File: src/rtl/div32_seq.sv
// rtl/div32_seq.sv - iterative 32-bit restoring divider with start/busy/done handshake
//
// One quotient bit per clock through a single 33-bit trial subtractor.
// Fixed 32-cycle latency from the accepting edge to the done pulse.
//
// Ports:
//   clk    in   1   rising-edge clock
//   reset  in   1   synchronous active-high reset
//   start  in   1   request, sampled only while idle
//   sgn    in   1   signed-operation select (only with DIV32_SIGNED_EN)
//   a      in  32   dividend
//   b      in  32   divisor
//   busy   out  1   division in progress
//   done   out  1   one-cycle pulse when q/r/div0 update
//   q      out 32   quotient (held until the next result)
//   r      out 32   remainder (held until the next result)
//   div0   out  1   divisor was zero (held with q/r)
//
// Configuration macro: DIV32_SIGNED_EN enables two's-complement division
// when sgn=1; without it sgn is ignored and all divisions are unsigned.

module div32_seq (
  input  logic        clk,
  input  logic        reset,
  input  logic        start,
  input  logic        sgn,
  input  logic [31:0] a,
  input  logic [31:0] b,
  output logic        busy,
  output logic        done,
  output logic [31:0] q,
  output logic [31:0] r,
  output logic        div0
);

  typedef enum logic {
    S_IDLE = 1'b0,
    S_RUN  = 1'b1
  } state_t;

  state_t      r_state;
  state_t      w_state_nxt;
  logic        w_busy;
  logic        w_last;

  logic [31:0] r_rem;     // working remainder
  logic [31:0] r_dvd;     // dividend shifts out, quotient shifts in
  logic [31:0] r_dvs;     // divisor magnitude
  logic [4:0]  r_cnt;
  logic [31:0] r_a;       // original dividend, returned as r on divide by zero
  logic        r_b_zero;
  logic        r_done;
  logic [31:0] r_q;
  logic [31:0] r_r;
  logic        r_div0;

  logic [31:0] w_mag_a;
  logic [31:0] w_mag_b;
  logic [32:0] w_shift;
  logic [32:0] w_trial;
  logic        w_qbit;
  logic [31:0] w_rem_nxt;
  logic [31:0] w_quo_nxt;
  logic [31:0] w_q_sgn;
  logic [31:0] w_r_sgn;
  logic [31:0] w_q_fin;
  logic [31:0] w_r_fin;

`ifdef DIV32_SIGNED_EN
  logic r_negq;
  logic r_negr;
  logic w_neg_a;
  logic w_neg_b;

  assign w_neg_a = sgn & a[31];
  assign w_neg_b = sgn & b[31];
  assign w_mag_a = w_neg_a ? (32'd0 - a) : a;
  assign w_mag_b = w_neg_b ? (32'd0 - b) : b;
  // Truncation toward zero: quotient sign from XOR of signs, remainder
  // follows the dividend.
  assign w_q_sgn = r_negq ? (32'd0 - w_quo_nxt) : w_quo_nxt;
  assign w_r_sgn = r_negr ? (32'd0 - w_rem_nxt) : w_rem_nxt;
`else
  logic w_unused_sgn;

  assign w_unused_sgn = sgn;
  assign w_mag_a      = a;
  assign w_mag_b      = b;
  assign w_q_sgn      = w_quo_nxt;
  assign w_r_sgn      = w_rem_nxt;
`endif

  // One restoring step: shift {rem, dvd} left, trial-subtract divisor.
  // rem < dvs always holds, so the shifted value fits in 33 bits and bit 32
  // of the difference is a reliable sign.
  assign w_shift   = {r_rem, r_dvd[31]};
  assign w_trial   = w_shift - {1'b0, r_dvs};
  assign w_qbit    = ~w_trial[32];
  assign w_rem_nxt = w_qbit ? w_trial[31:0] : w_shift[31:0];
  assign w_quo_nxt = {r_dvd[30:0], w_qbit};

  // Divide by zero is forced explicitly so the signed path cannot disturb it.
  assign w_q_fin = r_b_zero ? 32'hFFFF_FFFF : w_q_sgn;
  assign w_r_fin = r_b_zero ? r_a : w_r_sgn;

  always_ff @(posedge clk) begin
    if (reset) begin
      r_state <= S_IDLE;
    end else begin
      r_state <= w_state_nxt;
    end
  end

  always_comb begin
    w_state_nxt = r_state;
    w_busy      = 1'b0;
    w_last      = 1'b0;
    case (r_state)
      S_IDLE: begin
        if (start) begin
          w_state_nxt = S_RUN;
        end
      end
      S_RUN: begin
        w_busy = 1'b1;
        if (r_cnt == 5'd31) begin
          w_last      = 1'b1;
          w_state_nxt = S_IDLE;
        end
      end
      default: w_state_nxt = S_IDLE;
    endcase
  end

  always_ff @(posedge clk) begin
    if (reset) begin
      r_rem    <= 32'd0;
      r_dvd    <= 32'd0;
      r_dvs    <= 32'd0;
      r_cnt    <= 5'd0;
      r_a      <= 32'd0;
      r_b_zero <= 1'b0;
      r_done   <= 1'b0;
      r_q      <= 32'd0;
      r_r      <= 32'd0;
      r_div0   <= 1'b0;
`ifdef DIV32_SIGNED_EN
      r_negq   <= 1'b0;
      r_negr   <= 1'b0;
`endif
    end else begin
      r_done <= 1'b0;
      if (r_state == S_IDLE) begin
        if (start) begin
          r_rem    <= 32'd0;
          r_dvd    <= w_mag_a;
          r_dvs    <= w_mag_b;
          r_cnt    <= 5'd0;
          r_a      <= a;
          r_b_zero <= (b == 32'd0);
`ifdef DIV32_SIGNED_EN
          r_negq   <= w_neg_a ^ w_neg_b;
          r_negr   <= w_neg_a;
`endif
        end
      end else begin
        r_rem <= w_rem_nxt;
        r_dvd <= w_quo_nxt;
        r_cnt <= r_cnt + 5'd1;
        if (w_last) begin
          r_q    <= w_q_fin;
          r_r    <= w_r_fin;
          r_div0 <= r_b_zero;
          r_done <= 1'b1;
        end
      end
    end
  end

  assign busy = w_busy;
  assign done = r_done;
  assign q    = r_q;
  assign r    = r_r;
  assign div0 = r_div0;

endmodule

File: config.mk
export PLATFORM = sky130hd
export DESIGN_NAME = div32_seq
export DESIGN_NICKNAME = d
export VERILOG_FILES = /design/src/rtl/div32_seq.sv
export SDC_FILE = /design/constraint.sdc
export NUM_CORES = 1
export LEC_CHECK = 0
export CAP_MARGIN = 10
export CORE_ASPECT_RATIO = 1.4
export CORE_MARGIN = 2
export CORE_UTILIZATION = 51
export CTS_CLUSTER_DIAMETER = 40
export DETAILED_ROUTE_END_ITERATION = 12
export GPL_ROUTABILITY_DRIVEN = 0
export PLACE_DENSITY = 0.75
export SYNTH_ARGS = -nofsm -noshare
export SYNTH_HDL_FRONTEND = slang
export SYNTH_SLANG_ARGS = --single-unit
File: constraint.sdc
create_clock -name clk -period 7.2 [get_ports clk]
set_input_delay 0.72 -clock clk [delete_from_list [all_inputs] [get_ports clk]]
set_output_delay 0.72 -clock clk [all_outputs]
set_load 0.005 [all_outputs]
==> results of run 1 <==
==> power by group <==
part	switching, mW	internal (mW)
Clock	0.521	0.789
Combinational	1.01	0.609
Sequential	0.0622	1.18
==> worst paths after layout <==
check,start,end
worst max-delay path,r_dvd[31],r[31]
worst min-delay path,r_a[14],r_a[14]
worst max register to register,r_dvd[31],r[31]
worst min register to register,r_a[14],r_a[14]
==> per-stage QoR <==
step | hold slack [ns] | instance area [um2] | utilization (%)
2_1_floorplan | 0.433 | 10200 | -
3_3_place_gp | 0.439 | 11500 | 58.5
3_5_place_dp | 0.443 | 11500 | 58.5
4_1_cts | 0.452 | 12400 | 63.1
5_1_grt | 0.472 | 12400 | 63.1
6_report | 0.448 | 12400 | 63.1
==> cells in the mapped netlist, types with 5 or more instances <==
cell type,n
o21a_1,5
clkbuf_1,63
o21ai_0,69
buf_1,18
o31ai_1,27
a21oi_1,154
a311oi_1,7
dfxtp_1,201
mux2i_1,34
nor3_1,91
inv_1,43
xor2_1,10
and3_1,32
a21o_1,16
nand2_1,199
xnor2_1,12
nand3_1,19
nor2_1,120
nand3b_1,28
a31oi_1,8
a211oi_1,14
nor2b_1,5
or3_1,7
nor4_1,9
buf_2,7
ha_1,34
==> area by class of cell <==
cell class / instances / area (um2)
clock buffers: 31 / 711
clock inverters: 17 / 179
fillers: 1770 / 7270
inverters: 43 / 161
multi-input cells: 972 / 5600
flip-flops and latches: 201 / 4030
well taps: 252 / 315
repair buffers: 146 / 1430
==> cell families after synthesis <==
| kind of cell | count (synthesis) |
|---|---|
| xor+xnor | 22 |
| buf+inv | 140 |
| mux | 34 |
| compound gates | 349 |
| fa+ha+maj | 35 |
| simple gates | 532 |
| flops | 201 |
==> routing by layer <==
metal,GRT usage (%),vias up
li1,-,4775
met1,32.9,4488
met2,42.8,311
met3,4.97,49
met4,7.66,0
met5,0,-
==> registers in the layout, indices dropped and copies added (netlist names), 5 cells and up <==
register,count
q,32
r_dvs,32
r_dvd,32
r_a,32
r_rem,32
r,32
r_cnt,5
==> critical path, cell delays in order (launching register included) <==
cell,delay [ns]
dfxtp_1,0.32
inv_1,0.09
ha_1,0.18
inv_1,0.06
fa_1,0.43
a211oi_1,0.36
o211ai_2,0.17
a211o_1,0.34
a21oi_2,0.18
or4_4,0.19
nand3_1,0.34
buf_4,0.39
nand2_2,0.34
a31oi_1,0.25
a2111oi_2,0.38
==> results.md, run 1 <==
CTS:
- The number of buffers inserted by hold repair at cts is 0.
- The number of cells upsized or downsized after cts is 0.
- The clock latency reported for the late side of the worst-skew pair is between 0.5 and 0.6 ns.
- Clock tree synthesis selected as its root buffer the cell clkbuf_16.
- Counting the buffers created by CTS gives 27.
- TritonCTS built the clock tree.
- CTS built an H-tree with a depth of 1.
- The clock drives about 200 sinks.
- The number of buffers added for setup after CTS is 0.
- After clock tree synthesis, the clock-pin slew on the worst setup and hold paths is 0.06 ns.
- The maximum buffer depth of the clock tree is 3.

Setup path:
- The worst-case register-to-register setup slack is 3.08 ns.
- The highest fanout seen on the critical path is 34.
- The required arrival time at the worst endpoint is about 7.6 ns.
- Counting cells, the worst reg-to-reg path comes to 14.
- The critical path data arrival time is 4.53 ns.
- The kind of start point of the critical path is a flip-flop.
- The path type of the worst setup path is flip-flop to flip-flop.
- The endpoint kind of the worst setup timing path is a flip-flop.

STA:
- Setup total negative slack on the finished layout was measured at 0 ns.
- The final-report setup violation count is 0.
- The final period utilization is 57.2%.
- Across the routed clock network, the largest skew measured is just over 0.02 ns.
- The final hold violation count is 0.
- For the pin with the worst max-slew slack, the measured transition is about 1.2 ns.
- Measured against its own limit, the worst slew margin works out to about 19%.
- Setup repair after global routing left no endpoint under its margin.
- The worst setup margin is a little over 3 ns.
- The highest clock rate is about 240 MHz.
- The max-slew violation total from the final report came to 0.
- The final critical delay including setup and external delays is approximately 4.1 ns.

Floorplan:
- After floorplanning, the core was divided into a little over 60 placement rows.
- In this run the count of I/O pins placed on the die edge is 135.
- The x dimension of the die is between 100 and 150 um.
- The area of the die is approximately 21000 um2.
- The area of the placeable core is about 20000 um2.
- The initial core utilization is between 50% and 60%.
- In this run the vertical extent of the chip is 171 um.

Power:
- The worst IR drop on VDD is between 200 and 250 uV.
- The post-layout total power is approximately 4.2 mW.
- In this run the power density over the cells is 336 nW/um2.
- In this run the static leakage power is between 4 and 5 nW.

Global routing:
- For this run the aggregate overflow at the end of global routing stands at 0.
- The number of global-route vias before repair is between 8k and 9k.
- Entering global routing, the biggest net connects between 90 and 100 pins.
- The first global-routing pass estimated between 40 and 50 mm of wire.
- The number of antenna violations at the first check in global routing is 0.
- The overall routing resource usage is between 20% and 30%.

Logic synthesis:
- Synthesis inferred 201 register bits.
- The netlist area before placement is between 10000 and 15000 um2.
- The average cell area after synthesis is 7.75 um2.
- The number of nets handed over by synthesis was about 1.4k.
- The number of warnings printed during yosys synthesis is 0.
- The proportion of register bits with asynchronous set or reset after synthesis is 0%.
- Measured against the total synthesized area, the mux share comes to under 10%.
- The simple logic cell fraction of the synthesized area is between 20% and 30%.
- The fraction of post-synthesis cell area in the top cell type by area is roughly two fifths.
- Yosys mapped the design onto 68 distinct sky130hd cell types.
- The number of instances in the synthesized netlist is 1313.
- In this run, synthesis inferred 0 flip-flops with an integrated enable.
- The commonest register cell after synthesis is dfxtp_1.
- Of the total synthesized cell area, the portion taken by full adders, half adders and majority gates is between 4 and 5%.
- The biggest area contributor in the post-synthesis netlist is dfxtp_1.
- Of the total synthesized cell area, the portion taken by XOR and XNOR cells is 1.89%.
- Of the synthesized area, sequential elements account for between 30% and 40%.
- The compound-gate portion of the synthesized area is 21.2%.
- By area, the combinational part of the netlist is dominated by simple AND/OR/NAND/NOR gates.
- Yosys attributes the largest share of cell area to dfxtp_1, a21oi_1, nand2_1.

Cells and area:
- The count of inserted antenna diode cells is 0.
- Leaving out fill and tap cells, the most frequent cell in the layout is dfxtp_1.
- In the final layout, the share of cells above drive strength 1 is between 6 and 7%.
- The number of non-filler instances in the completed layout is between 1.5k and 2k.
- Leaving out fill and tap cells, the most frequent cells in the layout are dfxtp_1, nand2_1, a21oi_1.
- The count of nets after finishing is approximately 1.5k.
- The area growth from synthesis to layout is 21.9%.

Placed design:
- The port buffer count is around 130.
- The minimum setup slack after placement is between 3 and 4 ns.
- In this run, placement finished with an instance count of between 1.5k and 2k.
- The estimated wirelength of the detail-placed design is about 19 mm.

Drt:
- Detailed routing inserted a total of between 9k and 10k vias.
- Using the TritonRoute via totals, the vias-per-cell ratio works out to 5.79.
- The post-route antenna net violation count is 0.
- For this run, the detailed router's first-pass iteration total came to 5.
- The wire length reported by the detailed router is ~28 mm.
- In the routed design, unresolved DRC markers number 0.
- In the detailed route, the total length drawn on met3 is just over 2 mm.
- Detailed routing placed a total of roughly 13 mm of wire on met2.
- In the final routing, the length of wire on met1 measures 12.1 mm.
- Routed signal wires occupy layers up through met4.
- In the final routed layout, each cell accounts on average for 16.7 um.
- The iteration-0 DRC count of the detailed router is around 750.

Outcome:
- The flow ran to the end, and the final reports show no timing, DRC or antenna violations.

Hold path:
- The worst hold path was traced through 2 stages.
- The kind of path behind the tightest hold check is flip-flop to flip-flop.

Flow run:
- The max-cap violation count is 0.
No activity file was read; power rests on OpenSTA's default activity.
==> inputs of run 2 (changes only) <==
==> constraint.sdc (replaced) <==
create_clock -name clk -period 3.8 [get_ports clk]
set_input_delay 0.38 -clock clk [delete_from_list [all_inputs] [get_ports clk]]
set_output_delay 0.38 -clock clk [all_outputs]
set_load 0.005 [all_outputs]
==> results.md, run 2 (synthesis gave the netlist of run 1 again) <==
CTS:
- The maximum buffer depth of the clock tree is 3 (unchanged).
- The total clock buffers created by CTS is 24 (-11%).
- The count of H-tree levels built during CTS is 1 (unchanged).
- TritonCTS built the clock tree.
- The clock root buffer is clkbuf_16.
- The clock latency reported for the late side of the worst-skew pair is 0.52 ns (about the same).
- The number of buffers inserted by hold repair at cts is 0 (unchanged).
- The total clock sinks was 201 (unchanged).
- The clock edge transition at the registers on the reported setup and hold paths was 0.07 ns (about the same).

Global routing:
- The first-pass GRT wire length is 44.5 mm (+1.5%).
- The maximum number of pins on one net before global-route repair was 71 (-23%).
- The overall routing resource usage was 26.0% (+0.56 points).
- The number of antenna violations at the first check in global routing was 0 (unchanged).
- The total overflow reported by the global router is 0 (unchanged).
- The number of global-route vias before repair is 8905 (+0.11%).

STA:
- The final hold violation count is 0 (unchanged).
- The maximum clock skew at final layout is 0.0219 ns (+0.00171 ns).
- The max-slew violation total from the final report is 0 (unchanged).
- The worst hold slack came to 0.303 ns (-0.145 ns).
- The transition time of the tightest slew-check pin came to 1.13 ns (-0.0888 ns).
- The worst setup margin was 0.288 ns (-2.79 ns).
- The final period utilization is 92.4% (+35 points).
- The final critical delay including setup and external delays came to 3.51 ns (-0.607 ns).
- The final-report setup violation count is 0 (unchanged).
- The worst slew margin relative to its limit is 24.5% (+5.9 points).
- The sum of negative setup slack is 0 ns (unchanged).
- Setup repair after global routing left no endpoint under its margin.
- The highest clock rate is 285 MHz (+17%).

Floorplan:
- The number of ports placed on the die boundary was 135 (unchanged).
- The area of the placeable core is 19700 um2 (unchanged).
- The number of placement rows is 61 (unchanged).
- The height of the chip was 171 um (unchanged).
- The x dimension of the die is 123 um (unchanged).
- The area of the die was 21100 um2 (unchanged).
- The initial core utilization was 51.7% (unchanged).

Setup path:
- By instance count, the cell type seen most on the critical path is inv_1.
- The worst setup path is captured at a flip-flop.
- The critical path is of the flip-flop to flip-flop type.
- The critical path buffer and inverter count is 3 (unchanged).
- The worst stage delay on the critical path is 0.56 ns (+0.13 ns).
- The highest fanout seen on the critical path is 11 (-68%).
- The critical path data arrival time is 3.91 ns (-0.62 ns).
- The required arrival time at the worst endpoint is 4.19 ns (-3.43 ns).
- The slowest cell on the critical path is or4_4.
- Traced cell by cell, the critical path runs through inv_1 -> ha_1 -> inv_1 -> fa_1 -> a211oi_1 -> o211ai_2 -> a211o_1 -> a21oi_2 -> or4_4 -> a21o_1 -> buf_4 -> and3_1 -> a311oi_1 -> o31ai_1.
- The kind of start point of the critical path is a flip-flop.
- On the critical path the largest part of the delay comes from compound AO/OA/AOI/OAI gates.

Cells and area:
- The count of inserted antenna diode cells is 0 (unchanged).
- The fraction of layout instances using a drive strength above 1 is 6.44% (+0.27 points).
- In the layout the commonest cells are dfxtp_1, nand2_1, a21oi_1.
- The most common cell after layout, fill and taps aside is dfxtp_1.
- The count of nets after finishing is 1498 (+0.27%).
- The area growth from synthesis to layout is 22.0% (about the same).
- The final core utilization was 63.1% (about the same).

Placed design:
- The estimated wirelength of the detail-placed design is 19.0 mm (+1.9%).
- The port buffer count is 133 (unchanged).
- The minimum setup slack after placement is 0.240 ns (-2.90 ns).

Drt:
- The wire length reported by the detailed router is 27.9 mm (+0.53%).
- The first-pass detailed-route iteration total is 5 (unchanged).
- The via density per instance is 5.82 (+0.44%).
- The DRC violation count after routing is 0 (unchanged).
- The iteration-0 DRC count of the detailed router is 705 (-5.9%).
- The routed wire length per instance is 16.8 um (+0.35%).
- The total via count in the routed design came to 9683 (+0.62%).
- The post-route antenna net violation count is 0 (unchanged).

Outcome:
- The run finished with clean final reports.

Power:
- The worst IR drop on VDD was 440 uV (+100%).
- The total power divided by cell area was 628 nW/um2 (+87%).
- The post-layout total power is 7.80 mW (+87%).
- The static power due to leakage is 4.94 nW (+0.35%).

Hold path:
- The min-delay analysis places its worst path in the category primary input to flip-flop.

Flow run:
- The max-cap violation count is 0 (unchanged).
-- run 2: cell count changes in the layout (fill, tap and decap cells not counted), moves of 2 or more --
cell,delta
clkinvlp_4,-3
clkbuf_16,-2
buf_4,+5
buf_12,+2
clkbuf_8,+2
clkinv_4,+2
bufinv_16,-2
clkinv_2,-2
inv_8,+2
-- run 2: through the flow --
| step | std cells | cell area, um2 |
|---|---|---|
| floorplan | 1313 | 10200 |
| global placement | 1621 | 11600 |
| detailed placement | 1621 | 11600 |
| CTS | 1665 | 12400 |
| global route | 1665 | 12400 |
| finish | 1665 | 12400 |
-- run 2: worst register-to-register path, cell delays in order, from the launching register on --
cell and delay, ns:
dfxtp_1 0.33, inv_1 0.06, ha_1 0.21, inv_1 0.07, fa_1 0.23, a211oi_1 0.12, o211ai_2 0.26, a211o_1 0.23
a21oi_2 0.08, or4_4 0.56, a21o_1 0.27, buf_4 0.21, and3_1 0.21, a311oi_1 0.43, o31ai_1 0.13
-- run 2: repair_timing --
action / 4_1_cts / 5_1_grt
setup endpoints to repair: 0 / 1
hold endpoints to repair: 0 / 0
gates resized for setup: 0 / 1
buffers inserted: 0 / 0
-- run 2: metal layers --
layer  global-route usage [%]  vias up  part of all wire, %  routed length [um]
met5                        0        -                    0                   0
met4                     9.73        0                  2.9                 814
met2                     42.4      331                   46               12900
met3                     4.91       55                  7.2                2000
met1                     34.1     4514                   44               12200
li1                         -     4783                    -                   -
-- run 2: cell type report --
cell class,count,area (um2)
timing repair buffer,153,1500
clock buffer,30,684
fill,1761,7270
tap,252,315
sequential,201,4030
clock inverter,14,126
multi-input combinational,972,5600
inverter,43,161
-- run 2: worst paths after layout --
kind	startpoint	to	slack (ns)	depth (start not counted)
worst max-delay path	r_dvd[31]	r[25]	0.29	14
worst min-delay path	reset	r_dvs[16]	0.30	2
worst max register to register	r_dvd[31]	r[25]	0.29	14
worst min register to register	r_a[25]	r_a[25]	0.45	2
-- run 2: where the power goes --
| group | switching (mW) | total [mW] | internal (mW) |
|---|---|---|---|
| Sequential | 0.124 | 2.36 | 2.24 |
| Clock | 0.975 | 2.29 | 1.32 |
| Combinational | 1.91 | 3.14 | 1.23 |
| Total | 3.01 | 7.80 | 4.79 |
==> inputs of run 3 (changes only) <==
--- a/config.mk
+++ b/config.mk
@@ -13,6 +13,7 @@
 export DETAILED_ROUTE_END_ITERATION = 12
 export GPL_ROUTABILITY_DRIVEN = 0
 export PLACE_DENSITY = 0.75
+export SKIP_LAST_GASP = 1
 export SYNTH_ARGS = -nofsm -noshare
 export SYNTH_HDL_FRONTEND = slang
 export SYNTH_SLANG_ARGS = --single-unit
==> results of run 3 <==
The final DEF is identical to that of run 2; final timing and power are the same.
